$ cat src/rtl/riscv_fetch_pkg.sv
// ---------------------------------------------------------------------------
// riscv_fetch_pkg
// Shared definitions for the instruction fetch sequencer and its queue.
//   fetch_state_e : sequencer states (TRAP is only reachable when the
//                   FETCH_MISALIGN_TRAP_EN macro is defined)
//   XLEN          : default PC width
//   RESET_PC      : default PC loaded on reset
//   INSTR_W       : instruction word width
//   PC_INC        : byte increment between sequential fetches
// ---------------------------------------------------------------------------
package riscv_fetch_pkg;

   typedef enum logic [1:0] {
      IDLE = 2'd0,
      REQ  = 2'd1,
      WAIT = 2'd2,
      TRAP = 2'd3
   } fetch_state_e;

   localparam int          XLEN     = 64;
   localparam logic [63:0] RESET_PC = 64'h0;
   localparam int          INSTR_W  = 32;
   localparam int          PC_INC   = 4;

endpackage

$ cat src/rtl/fetch_instr_queue.sv
// ---------------------------------------------------------------------------
// fetch_instr_queue
// Small FIFO of {instruction, pc} pairs sitting between the fetch sequencer
// and decode. Push and pop in the same cycle are both honoured; flush empties
// the queue and wins over push and pop. The head is read combinationally from
// storage, so a push into an empty queue shows up one cycle later. The head
// outputs read as zero while the queue is empty.
//
// Ports:
//   clk, rst        clock, synchronous active-high reset
//   flush           discard all entries
//   push            write push_instr/push_pc at the tail (caller guarantees
//                   the queue is not full)
//   pop             remove the head (ignored when empty)
//   head_valid      queue not empty
//   head_instr      head instruction word
//   head_pc         PC of head instruction
//   count           number of stored entries
// ---------------------------------------------------------------------------
module fetch_instr_queue
   import riscv_fetch_pkg::*;
#(
   parameter int DEPTH = 2,
   parameter int PC_W  = 64,
   localparam int PTR_W = (DEPTH > 1) ? $clog2(DEPTH) : 1,
   localparam int CNT_W = $clog2(DEPTH + 1)
) (
   input  logic               clk,
   input  logic               rst,
   input  logic               flush,
   input  logic               push,
   input  logic [INSTR_W-1:0] push_instr,
   input  logic [PC_W-1:0]    push_pc,
   input  logic               pop,
   output logic               head_valid,
   output logic [INSTR_W-1:0] head_instr,
   output logic [PC_W-1:0]    head_pc,
   output logic [CNT_W-1:0]   count
);

   logic [INSTR_W-1:0] instr_mem [DEPTH];
   logic [PC_W-1:0]    pc_mem    [DEPTH];
   logic [PTR_W-1:0]   rd_ptr;
   logic [PTR_W-1:0]   wr_ptr;
   logic               do_push;
   logic               do_pop;

   assign do_push = push & ~flush;
   assign do_pop  = pop & ~flush & (count != '0);

   // Entry storage needs no reset; validity is tracked by count alone.
   always_ff @(posedge clk) begin
      if (do_push) begin
         instr_mem[wr_ptr] <= push_instr;
         pc_mem[wr_ptr]    <= push_pc;
      end
   end

   // Pointers wrap naturally because DEPTH is a power of two.
   always_ff @(posedge clk) begin
      if (rst || flush) begin
         rd_ptr <= '0;
         wr_ptr <= '0;
         count  <= '0;
      end else begin
         if (do_push) begin
            wr_ptr <= wr_ptr + 1'b1;
         end
         if (do_pop) begin
            rd_ptr <= rd_ptr + 1'b1;
         end
         case ({do_push, do_pop})
            2'b10:   count <= count + 1'b1;
            2'b01:   count <= count - 1'b1;
            default: count <= count;
         endcase
      end
   end

   assign head_valid = (count != '0);
   assign head_instr = head_valid ? instr_mem[rd_ptr] : '0;
   assign head_pc    = head_valid ? pc_mem[rd_ptr]    : '0;

endmodule

$ cat src/rtl/fetch_ctrl_riscv.sv
// ---------------------------------------------------------------------------
// fetch_ctrl_riscv
// Fetch sequencer between the PC logic and a multi-cycle instruction memory.
// Owns the PC, keeps at most one word request outstanding, buffers returned
// words in fetch_instr_queue for decode, and applies branch redirects by
// flushing the queue and discarding any in-flight response.
//
// Optional build macro: FETCH_MISALIGN_TRAP_EN
//   defined   : a redirect to a non word-aligned target parks the fetcher in
//               TRAP (no requests, fetch_misalign=1) until an aligned redirect
//               or reset.
//   undefined : branch_pc[1:0] are cleared before loading the PC.
//
// Ports:
//   clk, rst          clock, synchronous active-high reset
//   branch_en         one-cycle redirect strobe
//   branch_pc         redirect target
//   imem_req_valid    request valid toward memory
//   imem_req_ready    memory accepts the request
//   imem_req_addr     byte address of requested word
//   imem_resp_valid   response strobe (one per accepted request)
//   imem_resp_data    returned instruction word
//   instr_valid       queue head valid toward decode
//   instr_ready       decode consumes head
//   instr             head instruction
//   instr_pc          PC of head instruction
//   fetch_misalign    (macro only) misaligned-redirect trap indicator
// ---------------------------------------------------------------------------
module fetch_ctrl_riscv #(
   parameter int              XLEN     = riscv_fetch_pkg::XLEN,
   parameter logic [XLEN-1:0] RESET_PC = XLEN'(riscv_fetch_pkg::RESET_PC),
   parameter int              QDEPTH   = 2
) (
   input  logic            clk,
   input  logic            rst,
   input  logic            branch_en,
   input  logic [XLEN-1:0] branch_pc,
   output logic            imem_req_valid,
   input  logic            imem_req_ready,
   output logic [XLEN-1:0] imem_req_addr,
   input  logic            imem_resp_valid,
   input  logic [31:0]     imem_resp_data,
   output logic            instr_valid,
   input  logic            instr_ready,
   output logic [31:0]     instr,
   output logic [XLEN-1:0] instr_pc
`ifdef FETCH_MISALIGN_TRAP_EN
   ,
   output logic            fetch_misalign
`endif
);

   import riscv_fetch_pkg::*;

   localparam int CNT_W = $clog2(QDEPTH + 1);

   fetch_state_e    state;
   fetch_state_e    state_next;
   logic [XLEN-1:0] pc;
   logic [XLEN-1:0] pc_next;
   logic [XLEN-1:0] req_pc;
   logic [XLEN-1:0] req_pc_next;
   logic [XLEN-1:0] target_pc;
   logic            drop;
   logic            drop_next;
   logic            misaligned;
   logic            has_credit;
   logic            req_fire;
   logic            q_push;
   logic            q_pop;
   logic            q_flush;
   logic            q_valid;
   logic [CNT_W-1:0] q_count;

`ifdef FETCH_MISALIGN_TRAP_EN
   assign target_pc      = branch_pc;
   assign misaligned     = (branch_pc[1:0] != 2'b00);
   assign fetch_misalign = (state == TRAP);
`else
   assign target_pc  = branch_pc & ~XLEN'(3);
   assign misaligned = 1'b0;
`endif

   // Requests are only made from REQ, where nothing is outstanding, so the
   // free-slot credit reduces to the queue's own free space.
   assign has_credit     = (q_count < CNT_W'(QDEPTH));
   assign imem_req_valid = (state == REQ) && has_credit;
   assign imem_req_addr  = pc;
   assign req_fire       = imem_req_valid & imem_req_ready;

   // A redirect flushes the queue, so a pop in that same cycle is meaningless.
   assign q_pop = q_valid & instr_ready & ~branch_en;

   fetch_instr_queue #(
      .DEPTH (QDEPTH),
      .PC_W  (XLEN)
   ) u_queue (
      .clk        (clk),
      .rst        (rst),
      .flush      (q_flush),
      .push       (q_push),
      .push_instr (imem_resp_data),
      .push_pc    (req_pc),
      .pop        (q_pop),
      .head_valid (q_valid),
      .head_instr (instr),
      .head_pc    (instr_pc),
      .count      (q_count)
   );

   assign instr_valid = q_valid;

   // Sequencer state register. req_pc remembers the address of the request
   // in flight so its response can be tagged when it returns.
   always_ff @(posedge clk) begin
      if (rst) begin
         state  <= IDLE;
         pc     <= RESET_PC;
         req_pc <= '0;
         drop   <= 1'b0;
      end else begin
         state  <= state_next;
         pc     <= pc_next;
         req_pc <= req_pc_next;
         drop   <= drop_next;
      end
   end

   // Next-state logic. Normal sequencing is resolved first, then a redirect
   // overrides it. drop marks a request that was in flight across a redirect;
   // its response must be swallowed rather than enqueued.
   always_comb begin
      state_next  = state;
      pc_next     = pc;
      req_pc_next = req_pc;
      drop_next   = drop;
      q_push      = 1'b0;
      q_flush     = 1'b0;

      case (state)
         IDLE: state_next = REQ;
         REQ: begin
            if (req_fire) begin
               state_next  = WAIT;
               req_pc_next = pc;
               pc_next     = pc + XLEN'(PC_INC);
            end
         end
         WAIT: begin
            if (imem_resp_valid) begin
               q_push     = ~drop;
               state_next = REQ;
               drop_next  = 1'b0;
            end
         end
         default: ;
      endcase

      if (branch_en) begin
         q_flush = 1'b1;
         q_push  = 1'b0;
         if (misaligned) begin
            state_next = TRAP;
            drop_next  = 1'b0;
         end else begin
            pc_next = target_pc;
            if ((state == REQ) && req_fire) begin
               drop_next = 1'b1;
            end
            if ((state == WAIT) && !imem_resp_valid) begin
               drop_next = 1'b1;
            end
            if (state == TRAP) begin
               state_next = REQ;
            end
         end
      end
   end

endmodule

$ cat config.mk
export PLATFORM = sky130hd
export DESIGN_NAME = fetch_ctrl_riscv
export DESIGN_NICKNAME = d
export VERILOG_FILES = /design/src/rtl/riscv_fetch_pkg.sv /design/src/rtl/fetch_instr_queue.sv /design/src/rtl/fetch_ctrl_riscv.sv
export SDC_FILE = /design/constraint.sdc
export NUM_CORES = 1
export LEC_CHECK = 0
export ABC_AREA = 1
export CORE_UTILIZATION = 50
export DETAILED_ROUTE_END_ITERATION = 10
export PLACE_DENSITY_LB_ADDON = 0.2
export SLEW_MARGIN = 5
export SYNTH_ARGS = -nofsm -noshare
export SYNTH_HDL_FRONTEND = slang
export SYNTH_HIERARCHICAL = 1
export SYNTH_SLANG_ARGS = --single-unit
$ cat constraint.sdc
create_clock -name clk -period 12.2 [get_ports clk]
set_input_delay 1.22 -clock clk [delete_from_list [all_inputs] [get_ports clk]]
set_output_delay 1.22 -clock clk [all_outputs]
set_load 0.03 [all_outputs]
Yosys cells after proc, flatten, opt, wreduce, memory -nomap -nowiden
Memories as Yosys holds them, arrays and structs flattened. A register that Yosys moved wholly into a read port is not among the register bits.
Index checks and enable logic that the tools add are counted.
{"block": "totals", "mem_count": 2, "ramBits": 192, "register_bits": 135, "input_bits": 102}
{"name": "u_queue.pc_mem", "words": 2, "width": 64, "read_ports": 1, "rd_ports_with_merged_regs": 1, "wr": 1, "line": "fetch_instr_queue.sv:42", "source": "logic [PC_W-1:0] pc_mem [DEPTH];"}
{"name": "u_queue.instr_mem", "words": 2, "width": 32, "read_ports": 1, "rd_ports_with_merged_regs": 1, "wr": 1, "line": "fetch_instr_queue.sv:41", "source": "logic [INSTR_W-1:0] instr_mem [DEPTH];"}
{"block": "classes", "order_cmp": 1, "n_reduce_logical": 13, "n_eq_ne": 5, "n_addsub": 5, "bitwise": 9, "muxes": 26}
{"cell": "$mux 64", "count": 4}
{"cell": "$add 64x3->64 const B", "count": 1}
{"cell": "$mux 32", "count": 1}
{"cell": "$mux 1", "count": 15}
{"cell": "$mux 2", "count": 4}
{"cell": "$reduce_bool 2->1", "count": 4}
{"cell": "$and 1x1->1", "count": 6}
{"cell": "$eq 2x2->1 const B", "count": 3}
{"cell": "$pmux 2 s3", "count": 1}
{"cell": "$eq 2x1->1 const B", "count": 2}
{"cell": "$pmux 2 s2", "count": 1}
{"cell": "$reduce_and 2->1", "count": 2}
{"cell": "$logic_and 1x1->1", "count": 3}
{"cell": "$not 1->1", "count": 3}
{"cell": "$add 1x1->1 const B", "count": 2}
{"cell": "$add 2x1->2 const B", "count": 1}
{"cell": "$logic_not 2->1", "count": 1}
{"cell": "$lt 2x2->1 const B", "count": 1}
{"cell": "$reduce_or 2->1", "count": 1}
{"cell": "$sub 2x1->2 const B", "count": 1}
{"cell": "$logic_not 1->1", "count": 1}
{"cell": "$logic_or 1x1->1", "count": 1}

Depth between registers and ports, before layout
{"block": "depth", "ltp_word": 7, "depth_mapped": 12, "depth_no_buf": 12}

Hierarchy
The synthesis kept the hierarchy.
{"module": "fetch_instr_queue", "cells_per_inst": 549, "n_inst": 1, "area_each_um2": 7554.7}
{"module": "fetch_ctrl_riscv", "cells_per_inst": 1064, "n_inst": 1, "area_each_um2": 6995.5}

Worst setup path before layout
Ideal clock, no wire load.
{"block": "synth_timing", "kind": "input-to-reg", "startpoint": "in branch_en", "endpoint": "mem u_queue.instr_mem[1][0] (enable)", "arrival_ns": 5.979, "path_buffers": 2, "cell_stages": 5, "required_ns": 11.647, "setup_ns": 0.553, "slack_ns": 5.669, "cell_sequence": "buf_2 clkbuf_1 nor3_1 nand2_1 nor2_1"}
{"block": "synth_via", "elab_cells_between_ends": 6}
{"item": "start, declared", "line": "fetch_ctrl_riscv.sv:36", "source": "input logic branch_en,"}
{"item": "$mux 1", "line": "fetch_ctrl_riscv.sv:159", "source": "if (branch_en) begin"}
{"item": "named net q_push", "line": "fetch_ctrl_riscv.sv:69", "source": "logic q_push;"}
{"item": "$and 1x1->1", "line": "fetch_instr_queue.sv:48", "source": "assign do_push = push & ~flush;"}
{"item": "$mux 1", "line": "fetch_instr_queue.sv:53", "source": "if (do_push) begin"}
{"item": "$mux 1 (implied by the code)", "line": "fetch_instr_queue.sv:54", "source": "instr_mem[wr_ptr] <= push_instr;"}
{"item": "end, declared", "line": "fetch_instr_queue.sv:41"}
The timed path passes the listed nets, and every way through them passes these cells.

Final worst setup path
{"block": "layout_timing", "startpoint": "reg u_queue.count[1]", "endpoint": "out instr_pc[53]"}
{"block": "layout_via", "elab_chain_cells": 2}
{"item": "start, declared", "line": "fetch_instr_queue.sv:38", "source": "output logic [CNT_W-1:0] count"}
{"item": "start signal, assigned", "line": "fetch_instr_queue.sv:73", "source": "2'b10: count <= count + 1'b1;"}
{"item": "start signal, assigned", "line": "fetch_instr_queue.sv:74", "source": "2'b01: count <= count - 1'b1;"}
{"item": "start signal, assigned", "line": "fetch_instr_queue.sv:75", "source": "default: count <= count;"}
{"item": "$reduce_bool 2->1", "line": "fetch_instr_queue.sv:80", "source": "assign head_valid = (count != '0);"}
{"item": "$mux 64", "line": "fetch_instr_queue.sv:82", "source": "assign head_pc = head_valid ? pc_mem[rd_ptr] : '0;"}
{"item": "end, declared", "line": "fetch_ctrl_riscv.sv:46", "source": "output logic [XLEN-1:0] instr_pc"}
No other way between the ends.

==> impl_metrics.tcl <==
set metrics [dict create \
    drtIter0Drc 901 \
    setup_tns_ps 0 \
    nNetsFinal 1948 \
    grt_pass1_wl_um 64200 \
    syn_area_um2 14600 \
    reg2regPathDepth 6 \
    synth_compound_area_frac 0.125 \
    hold_path.class "register to register" \
    drv_slew 0 \
    synthFlopType "edfxtp_1" \
    synthMuxAreaShare 0 \
    vias_per_cell 5.32 \
    max_stage_delay_ps 860 \
    finalHoldViolations 0 \
    setup_viol_count_final 0 \
    status "complete, no violations" \
    vias 11986 \
    wl_per_cell_um 18.6 \
    sw_frac_of_total 0.240 \
    cts_inserted_buffers 34 \
    synth.area.top_cells "edfxtp_1, dfxtp_1, nand2_1, a21oi_1, nor2_1" \
    grt_pass1_vias 11393 \
    routed_wl_um 41900 \
    synth_xor_area_frac 0.0163 \
    gr-total-overflow 0 \
    whs_endpoint "u_queue/pc_mem[0][15]" \
    synth_cell_types 42 \
    drive_gt1_frac 0.0792 \
    dp_hpwl_um 28500 \
    io_pins 264 \
    place_congestion 0.945 \
    max_freq_mhz 215 \
    die_h_um 173 \
    hold_depth 0 \
    detail-route-antenna-nets 0 \
    die_area_um2 29800 \
    h-tree-depth 2 \
    ys_ff_latch 324 \
    cts_tree "yes" \
    ctsRootBufferMaster "clkbuf_16" \
    core_area_um2 28700 \
    initial_utilization 0.507 \
    period_share 0.381 \
    worstMarginPinSlew_ps 1130 \
    slowest_stage "buf_4" \
    switchingPower_uw 576 \
    multi_input_area_um2 5250 \
    seq_area_um2 8410 \
    die_x_um 173 \
    drt_pass1_iterations 5 \
    yosys.area.top_type_share 0.396 \
    required_ps 10980 \
    total_power_uw 2400 \
    ys_seq_area_frac 0.578 \
    seqPwrFrac 0.512 \
    clkPwrFrac 0.405 \
    syn_to_final_growth_pct 25.6 \
    path_clk_slew_ps 60 \
    drc 0 \
    synth_fa_ha_area_frac 0.00172 \
    track_usage 0.277 \
    crit_fanout 67 \
    antenna_found_initial 1 \
    synthArstFlopShare 0 \
    rsz0062_at_grt "false" \
    period_needed_ps 4650 \
    ys_top_cells_by_count "nand2_1, edfxtp_1, nor2_1, a21oi_1, dfxtp_1" \
    slew_headroom 0.245 \
    postSynthAreaPerCell_um2 9.02 \
    portBuffers 259 \
    synthSimpleGateAreaFrac 0.216 \
    combPwrFrac 0.083 \
    worstHoldStart "req_pc[15]" \
    endpoint_kind "output pin" \
    cp_cell_sequence "nor2_4, buf_4, a21oi_1, clkdlybuf4s50_1" \
    antenna_cells 0 \
    critical_path_arrival_ps 3430 \
    peakVddDrop_mv 0.0974 \
    cts.path.max_buffers 3 \
    synth_edf_count 192 \
    power.internal_uw 1830 \
    cts_resized 0 \
    worst-r2r-setup-slack_ps 9250 \
    nFillCells 2421 \
    cts.sinks 324 \
    worstReg2RegStart "state[0]" \
    worst_r2r_endpoint "u_queue/pc_mem[1][49]" \
    clk_latency_ps 520 \
    yosysTopAreaCell "edfxtp_1" \
    fin_skew_ps 11.5 \
    yosysWarnings 6 \
    synthCells 1613 \
    synth_top_family_by_area "simple AND/OR/NAND/NOR gates" \
    synth.most_common_cell "nand2_1" \
    grt_max_degree 97 \
    rows 62 \
    maxCapViolCount 0 \
    cts.hold.buffers_added 0 \
    p_per_area_nw_per_um2 132 \
    crit_path_start_kind "register" \
    p_leak_uw 0.00654 \
    crit_type "register to output pin" \
    post_cts_buffers 0 \
]
==> power groups by stage <==
| stage | clock network (µW) | logic, µW | registers [µW] |
|---|---|---|---|
| after detailed placement | 0 | 197 | 1250 |
| after global routing | 1030 | 216 | 1240 |
| after global placement | 0 | 193 | 1250 |
| after floorplan | 0 | 88.1 | 1270 |
| after CTS | 992 | 199 | 1230 |
| final | 973 | 200 | 1230 |
==> logic make-up (layout without fill, tap and decap cells) <==
logic type,Yosys count,in the layout
AND/OR/NAND/NOR,730,730
AO/OA/AOI/OAI,331,331
flip-flops,324,324
buffers and inverters,198,448
XOR/XNOR,27,27
adder cells (fa/ha/maj),2,2
other,1,6
==> through the flow <==
stage	std cells	util	cell area, µm²	hold WS, ps	setup WS (ps)
final	2252	0.637	18300	448	7550
after global routing	2252	0.637	18300	463	7370
after CTS	2252	0.637	18300	446	7540
after detailed placement	2192	0.601	17200	432	7970
after global placement	2192	0.601	17200	428	7990
after floorplan	1618	-	14600	420	5670
==> worst max-delay path: cells and delay by family (launching register included) <==
| kind | cells | cell delay [ps] |
|---|---|---|
| AO/OA/AOI/OAI | 1 | 220 |
| AND/OR/NAND/NOR | 1 | 710 |
| buffers and inverters | 2 | 1530 |
| flip-flops | 1 | 380 |
==> sequential cells by signal (all words and copies together), names as in the netlist, named ones only <==
| signal | count |
|---|---|
| imem_req_addr | 62 |
| state | 2 |
| u_queue/wr_ptr | 1 |
| drop | 1 |
| u_queue/pc_mem | 128 |
| req_pc | 62 |
| u_queue/count | 2 |
| u_queue/rd_ptr | 1 |
| u_queue/instr_mem | 64 |
==> layout make-up <==
type,instances,share of cell area
well taps,384,0.0263
inverters,119,0.0245
clock buffers,52,0.0530
clock inverters,8,0.00342
repair buffers,269,0.145
multi-input cells,1096,0.287
flip-flops and latches,324,0.460
==> worst max-delay path by stage <==
stage | endpoint | cells past startpoint | slack (ps) | startpoint
6_report | instr_pc[53] | 4 | 7550 | u_queue/count[1]
2_1_floorplan | u_queue/instr_mem[1][0] | 5 | 5670 | branch_en
3_5_place_dp | u_queue/pc_mem[1][49] | 6 | 7970 | imem_resp_valid
3_3_place_gp | u_queue/pc_mem[1][48] | 6 | 7990 | imem_resp_valid
5_1_grt | instr_pc[53] | 4 | 7370 | u_queue/count[1]
4_1_cts | instr_pc[63] | 4 | 7540 | u_queue/count[1]
==> placed cells by master, fill, tap and decap left out, types with 10 or more instances in the layout <==
cell | synthesis | routed
nand2_1 | 453 | 453
a21oi_1 | 156 | 156
nor2_4 | 8 | 10
edfxtp_1 | 192 | 192
a31oi_1 | 12 | 12
clkdlybuf4s50_1 | 0 | 257
o21ai_1 | 17 | 17
buf_4 | 11 | 10
clkbuf_1 | 20 | 14
nor2_1 | 170 | 168
o21ai_0 | 107 | 107
clkbuf_16 | 0 | 35
nand2_2 | 13 | 13
dfxtp_1 | 132 | 131
nand3_1 | 49 | 49
a21oi_2 | 33 | 33
inv_1 | 109 | 109
xor2_1 | 23 | 23
==> routing by layer <==
metal  GRT usage  share of wire  vias to the layer above
met2       0.437           0.46                      470
met5           0        0.00031                        -
met1       0.387           0.44                     5644
met4      0.0964          0.031                        2
met3      0.0473          0.074                       80
li1            -              -                     5790
Note: power is estimated with default switching activity, not from simulation.
